<file path="src/rtl/bp_pc_ctrl.sv">
// rtl/bp_pc_ctrl.sv - fetch-stage PC controller driven by a 2-bit branch prediction
//
// Purpose:
//   Steers the fetch PC along the predicted path for beq instructions. It carries
//   the not-taken-path (alternate) address through the D and E slots. On a
//   mispredict of the branch in E, it redirects to that alternate address and
//   flushes IF/ID and ID/EX. It also counts resolved branches and mispredicts.
//
// Ports:
//   clk, rst_n     clock (rising edge), asynchronous active-low reset
//   iInstruction   instruction fetched at oPC this cycle
//   ibp_predict    [0] predict taken for fetched beq, [1] mispredict of branch in E
//   iBranch_regE   E-stage instruction is a beq
//   iStall         decode hazard stall (hold PC and D slot, bubble into E)
//   oPC            current fetch address
//   oFlush_IFID    squash IF/ID this cycle
//   oFlush_IDEX    squash ID/EX this cycle
//   oBranch_cnt    resolved beq count
//   oMiss_cnt      accepted mispredict count
module bp_pc_ctrl #(
  parameter logic [31:0] RESET_PC = 32'h0000_0000,
  parameter int          CNT_W    = 16
) (
  input  logic             clk,
  input  logic             rst_n,
  input  logic [31:0]      iInstruction,
  input  logic [1:0]       ibp_predict,
  input  logic             iBranch_regE,
  input  logic             iStall,
  output logic [31:0]      oPC,
  output logic             oFlush_IFID,
  output logic             oFlush_IDEX,
  output logic [CNT_W-1:0] oBranch_cnt,
  output logic [CNT_W-1:0] oMiss_cnt
);

  localparam logic [CNT_W-1:0] CNT_ONE = {{(CNT_W-1){1'b0}}, 1'b1};

  logic [31:0]      pc_q, pc_d;
  logic             valid_d_q, valid_d_d;
  logic [31:0]      alt_d_q, alt_d_d;
  logic             valid_e_q, valid_e_d;
  logic [31:0]      alt_e_q, alt_e_d;
  logic [CNT_W-1:0] branch_cnt_q, branch_cnt_d;
  logic [CNT_W-1:0] miss_cnt_q, miss_cnt_d;

  logic        is_beq;
  logic        pred_taken;
  logic        mispredict;
  logic [31:0] seq_pc;
  logic [31:0] br_off;
  logic [31:0] tgt_pc;
  logic [31:0] fetch_alt;

  // Only the opcode and the immediate field take part in address generation.
  logic unused_instr_bits;
  assign unused_instr_bits = ^iInstruction[25:16];

  always_comb begin
    is_beq     = (iInstruction[31:26] == 6'd4);
    pred_taken = is_beq & ibp_predict[0];
    // A mispredict flag with no valid branch in E has nothing to recover, so it is dropped.
    mispredict = ibp_predict[1] & valid_e_q;
    seq_pc     = pc_q + 32'd4;
    br_off     = {{14{iInstruction[15]}}, iInstruction[15:0], 2'b00};
    tgt_pc     = seq_pc + br_off;
    // The alternate address is whichever path the fetch did not follow.
    fetch_alt  = pred_taken ? seq_pc : tgt_pc;

    pc_d         = seq_pc;
    valid_d_d    = is_beq;
    alt_d_d      = fetch_alt;
    valid_e_d    = valid_d_q;
    alt_e_d      = alt_d_q;
    branch_cnt_d = branch_cnt_q;
    miss_cnt_d   = miss_cnt_q;

    if (mispredict) begin
      // Redirect wins over stall and over any prediction made this cycle;
      // everything younger than the branch in E is on the wrong path.
      pc_d      = alt_e_q;
      valid_d_d = 1'b0;
      alt_d_d   = alt_d_q;
      valid_e_d = 1'b0;
      alt_e_d   = alt_e_q;
    end else if (iStall) begin
      pc_d      = pc_q;
      valid_d_d = valid_d_q;
      alt_d_d   = alt_d_q;
      valid_e_d = 1'b0;
      alt_e_d   = alt_e_q;
    end else if (pred_taken) begin
      pc_d = tgt_pc;
    end

    if (iBranch_regE && valid_e_q) begin
      branch_cnt_d = branch_cnt_q + CNT_ONE;
    end
    if (mispredict) begin
      miss_cnt_d = miss_cnt_q + CNT_ONE;
    end
  end

  always_ff @(posedge clk or negedge rst_n) begin
    if (!rst_n) begin
      pc_q         <= RESET_PC;
      valid_d_q    <= 1'b0;
      alt_d_q      <= 32'd0;
      valid_e_q    <= 1'b0;
      alt_e_q      <= 32'd0;
      branch_cnt_q <= '0;
      miss_cnt_q   <= '0;
    end else begin
      pc_q         <= pc_d;
      valid_d_q    <= valid_d_d;
      alt_d_q      <= alt_d_d;
      valid_e_q    <= valid_e_d;
      alt_e_q      <= alt_e_d;
      branch_cnt_q <= branch_cnt_d;
      miss_cnt_q   <= miss_cnt_d;
    end
  end

  assign oPC         = pc_q;
  assign oFlush_IFID = mispredict;
  assign oFlush_IDEX = mispredict;
  assign oBranch_cnt = branch_cnt_q;
  assign oMiss_cnt   = miss_cnt_q;

endmodule
</file>
<file path="config.mk">
export PLATFORM = sky130hd
export DESIGN_NAME = bp_pc_ctrl
export DESIGN_NICKNAME = d
export VERILOG_FILES = /design/src/rtl/bp_pc_ctrl.sv
export SDC_FILE = /design/constraint.sdc
export NUM_CORES = 1
export LEC_CHECK = 0
export CORE_MARGIN = 5
export CORE_UTILIZATION = 45
export DETAILED_ROUTE_END_ITERATION = 6
export GPL_ROUTABILITY_DRIVEN = 0
export PLACE_DENSITY = 0.68
export SLEW_MARGIN = 0
export SYNTH_ARGS = -nofsm -noshare
export SYNTH_HDL_FRONTEND = slang
export SYNTH_SLANG_ARGS = --single-unit
</file>
<file path="constraint.sdc">
create_clock -name clk -period 4.2 [get_ports clk]
set_input_delay 0.84 -clock clk [delete_from_list [all_inputs] [get_ports clk]]
set_output_delay 0.84 -clock clk [all_outputs]
set_load 0.005 [all_outputs]
</file>
==> metrics <==
Ys Warns 0; top post-synthesis cells by area dfrtp_1 40%, nand2_1 10%, ha_1 6.0%; Mapped Cells 971; Pins Over Slew Limit 0; Max Used Layer met4; R2R Path Start oPC[11]; min Tclk post-route 3.97 ns; Post-DP Area 0.00938 sq mm; via/cell ratio 5.50; first-pass GRT wire length 35400 um; register area share after synthesis 0.401; htree depth 4; met2 WL 10300 um; share of cells above drive strength 1 0.0769; WHS Path Cells 2; Setup violations, final 0; status completed; Mean Syn Cell Area 8.34 sq um; register bit total from synthesis 130; GR Util All Layers 0.215; initial antenna violation count 0; hold crit path type reg2reg; leakage 4.48 nW; Die Span X 144 um; skew final 0.00946 ns; Max stage delay on crit path 0.47 ns; initial core utilization 0.454; Worst Setup End Kind flop; Async SR Flop Fraction 1.00; largest net degree at the start of global routing 98; layout net count 1144; # hold bufs at CTS 0; mapped cell area 0.00810 sq mm; Tcrit/Tclk final 0.944; Met3 Wirelength 1420 um; RR Endpoint alt_d_q[31]; I/O Buffers 93; Die Ht 144 um; CTS tree built; crit path DAT 4.33 ns; biggest area consumer among synthesized cells dfrtp_1; crit path cell chain nand4_1 > nor3_1 > buf_4 > and3_1 > xor2_1 > ha_1 > a21oi_2 > o21a_1 > o21ai_1 > a211oi_4 > o21ai_2 > a221o_1 > or4_1 > nand3_1; CTS Sinks 130; total CTS buffers 17; n_diodes 0; hold path startpoint alt_d_q[10]; ys flop type dfrtp_1; reg2reg path depth 14; Crit path max-delay family compound AO/OA/AOI/OAI gates; # Max-Cap Violations 0; Slew HR 0.405; CTS Root Cell clkbuf_16; Hold Path Sink alt_e_q[10]; grt total ovfl 0; clock transition at the registers of the reported paths 0.06 ns; R2R Setup Slk 0.23 ns; placed wire-length estimate 15100 um; Crit-path slowest cell or4_1; die area 0.0208 sq mm; Min Hold Slack 0.454 ns; DRT Wirelength 21700 um; worst skew pair latency 0.43 ns; synth cell count leaders 215 x nand2_1, 130 x dfrtp_1, 79 x nor2_1; Bufs on Longest Clock Path 2; drt first pass iters 7; Metal-1 WL 9760 um; area delta synth->final 23.5%; CORE AREA 0.0178 sq mm; io pins 104; row count 49; via count 7194; number of flops mapped to enable cells by yosys 0; Pwr Density 552 mW/mm^2; Remaining DRCs 0; Final Util 0.561; post-synthesis cell type count 65; most frequent cell after synthesis nand2_1; Crit Path Class reg2reg; Avg WL per Cell 16.6 um; syn_nets 1049; Slew @ Worst Pin 0.892 ns; post-synth top area share 0.401; Achievable Freq 252 MHz; Hold Vio Cnt, Final 0; Worst Path Buf+Inv 1; Design Area, Final 0.0100 sq mm; DRT iter0 DRCs 358; vias in the first global route 6915; Data required, critical path 4.57 ns; highest net fanout along the worst path 7; crit start category flop; Final ANT Viol Nets 0; VDD IR max 0.345 mV
[per-stage QoR]
step                      total power [mW]  cells  setup slack [ns]   TNS, ns
final                                 5.53   1308             0.235         0
after CTS                             5.54   1308             0.256         0
after detailed placement              3.98   1276             0.233         0
after floorplan                       3.29    971             0.560         0
after global routing                  5.93   1308          -0.00115  -0.00115
after global placement                3.94   1276             0.263         0
[placed cells by master, fill, tap and decap left out, types with 4 or more instances in the layout]
| master | synthesis | routed |
|---|---|---|
| clkinv_4 | 0 | 4 |
| ha_1 | 39 | 39 |
| a21o_1 | 21 | 21 |
| nand3_1 | 29 | 27 |
| buf_4 | 3 | 32 |
| or3_1 | 6 | 6 |
| inv_1 | 21 | 21 |
| o21ai_1 | 26 | 25 |
| o21a_1 | 4 | 4 |
| nand4_1 | 25 | 25 |
| inv_6 | 0 | 4 |
| dfrtp_1 | 130 | 129 |
| a21oi_2 | 4 | 4 |
| xor2_1 | 37 | 37 |
| o21ai_0 | 39 | 39 |
| nand2_1 | 215 | 214 |
| a211oi_1 | 12 | 12 |
| clkbuf_16 | 0 | 17 |
| o31ai_1 | 8 | 8 |
| o221ai_1 | 5 | 5 |
| clkdlybuf4s50_1 | 0 | 92 |
| and3_1 | 16 | 15 |
| nor3_1 | 12 | 12 |
| nor2_1 | 79 | 78 |
| a31oi_1 | 10 | 10 |
| o211ai_1 | 5 | 5 |
| a21oi_1 | 69 | 69 |
| xnor2_1 | 48 | 48 |
| o22ai_1 | 4 | 4 |
[worst register-to-register path: cells and delay by family (launching register included)]
kind | cells | cell delay, ns
xor+xnor | 1 | 0.23
compound gates | 6 | 1.40
buf+inv | 1 | 0.20
simple gates | 5 | 1.30
fa+ha+maj | 1 | 0.36
flops | 1 | 0.42
[routing by layer]
layer	GRT usage	vias up
li1	-	3580
met1	0.293	3427
met2	0.349	170
met3	0.0397	17
met4	0.0673	0
met5	0	-
[power breakdown]
part / internal, mW / switching [mW] / leakage [nW]
combinational: 0.985 / 1.19 / 2.58
clock: 0.932 / 0.607 / 0.294
sequential: 1.56 / 0.252 / 1.61
[repair_timing]
item	4_1_cts	5_1_grt
gates resized for setup	0	4
buffers inserted	0	0
hold endpoints to repair	0	0
endpoints found under the setup margin	0	2
[sequential cells by signal, indices dropped and copies added, names as in the netlist]
signal	count
oMiss_cnt	16
alt_d_q	32
oBranch_cnt	16
oPC	32
valid_d_q	1
valid_e_q	1
alt_e_q	32
[final cells by class]
type                    instances  area (sq um)
multi-input cells             770          4600
well taps                     229           287
inverters                      22          82.6
clock buffers                  20           467
fillers                      1661          7830
repair buffers                125          1170
clock inverters                12           145
flip-flops and latches        130          3250
[kinds of logic after synthesis]
kind of cell | Yosys count | share of synthesized area
buffers and inverters | 71 | 0.0344
AOI/OAI and AO/OA | 235 | 0.182
xor gates and xnor gates | 85 | 0.0919
DFF | 130 | 0.401
and+or+nand+nor | 405 | 0.221
muxes | 5 | 0.00649
adders and majority gates | 40 | 0.0627
[worst max-delay path by stage]
stage / from / slack, ns / endpoint / cells after the start
floorplan: oPC[2] / 0.56 / alt_d_q[31] / 14
global placement: iInstruction[0] / 0.26 / oPC[28] / 11
detailed placement: iInstruction[0] / 0.23 / oPC[28] / 11
CTS: oPC[5] / 0.26 / alt_d_q[21] / 14
global route: oPC[11] / -0.001 / alt_d_q[31] / 16
finish: oPC[11] / 0.23 / alt_d_q[31] / 14
Note: power is estimated with default switching activity, not from simulation.
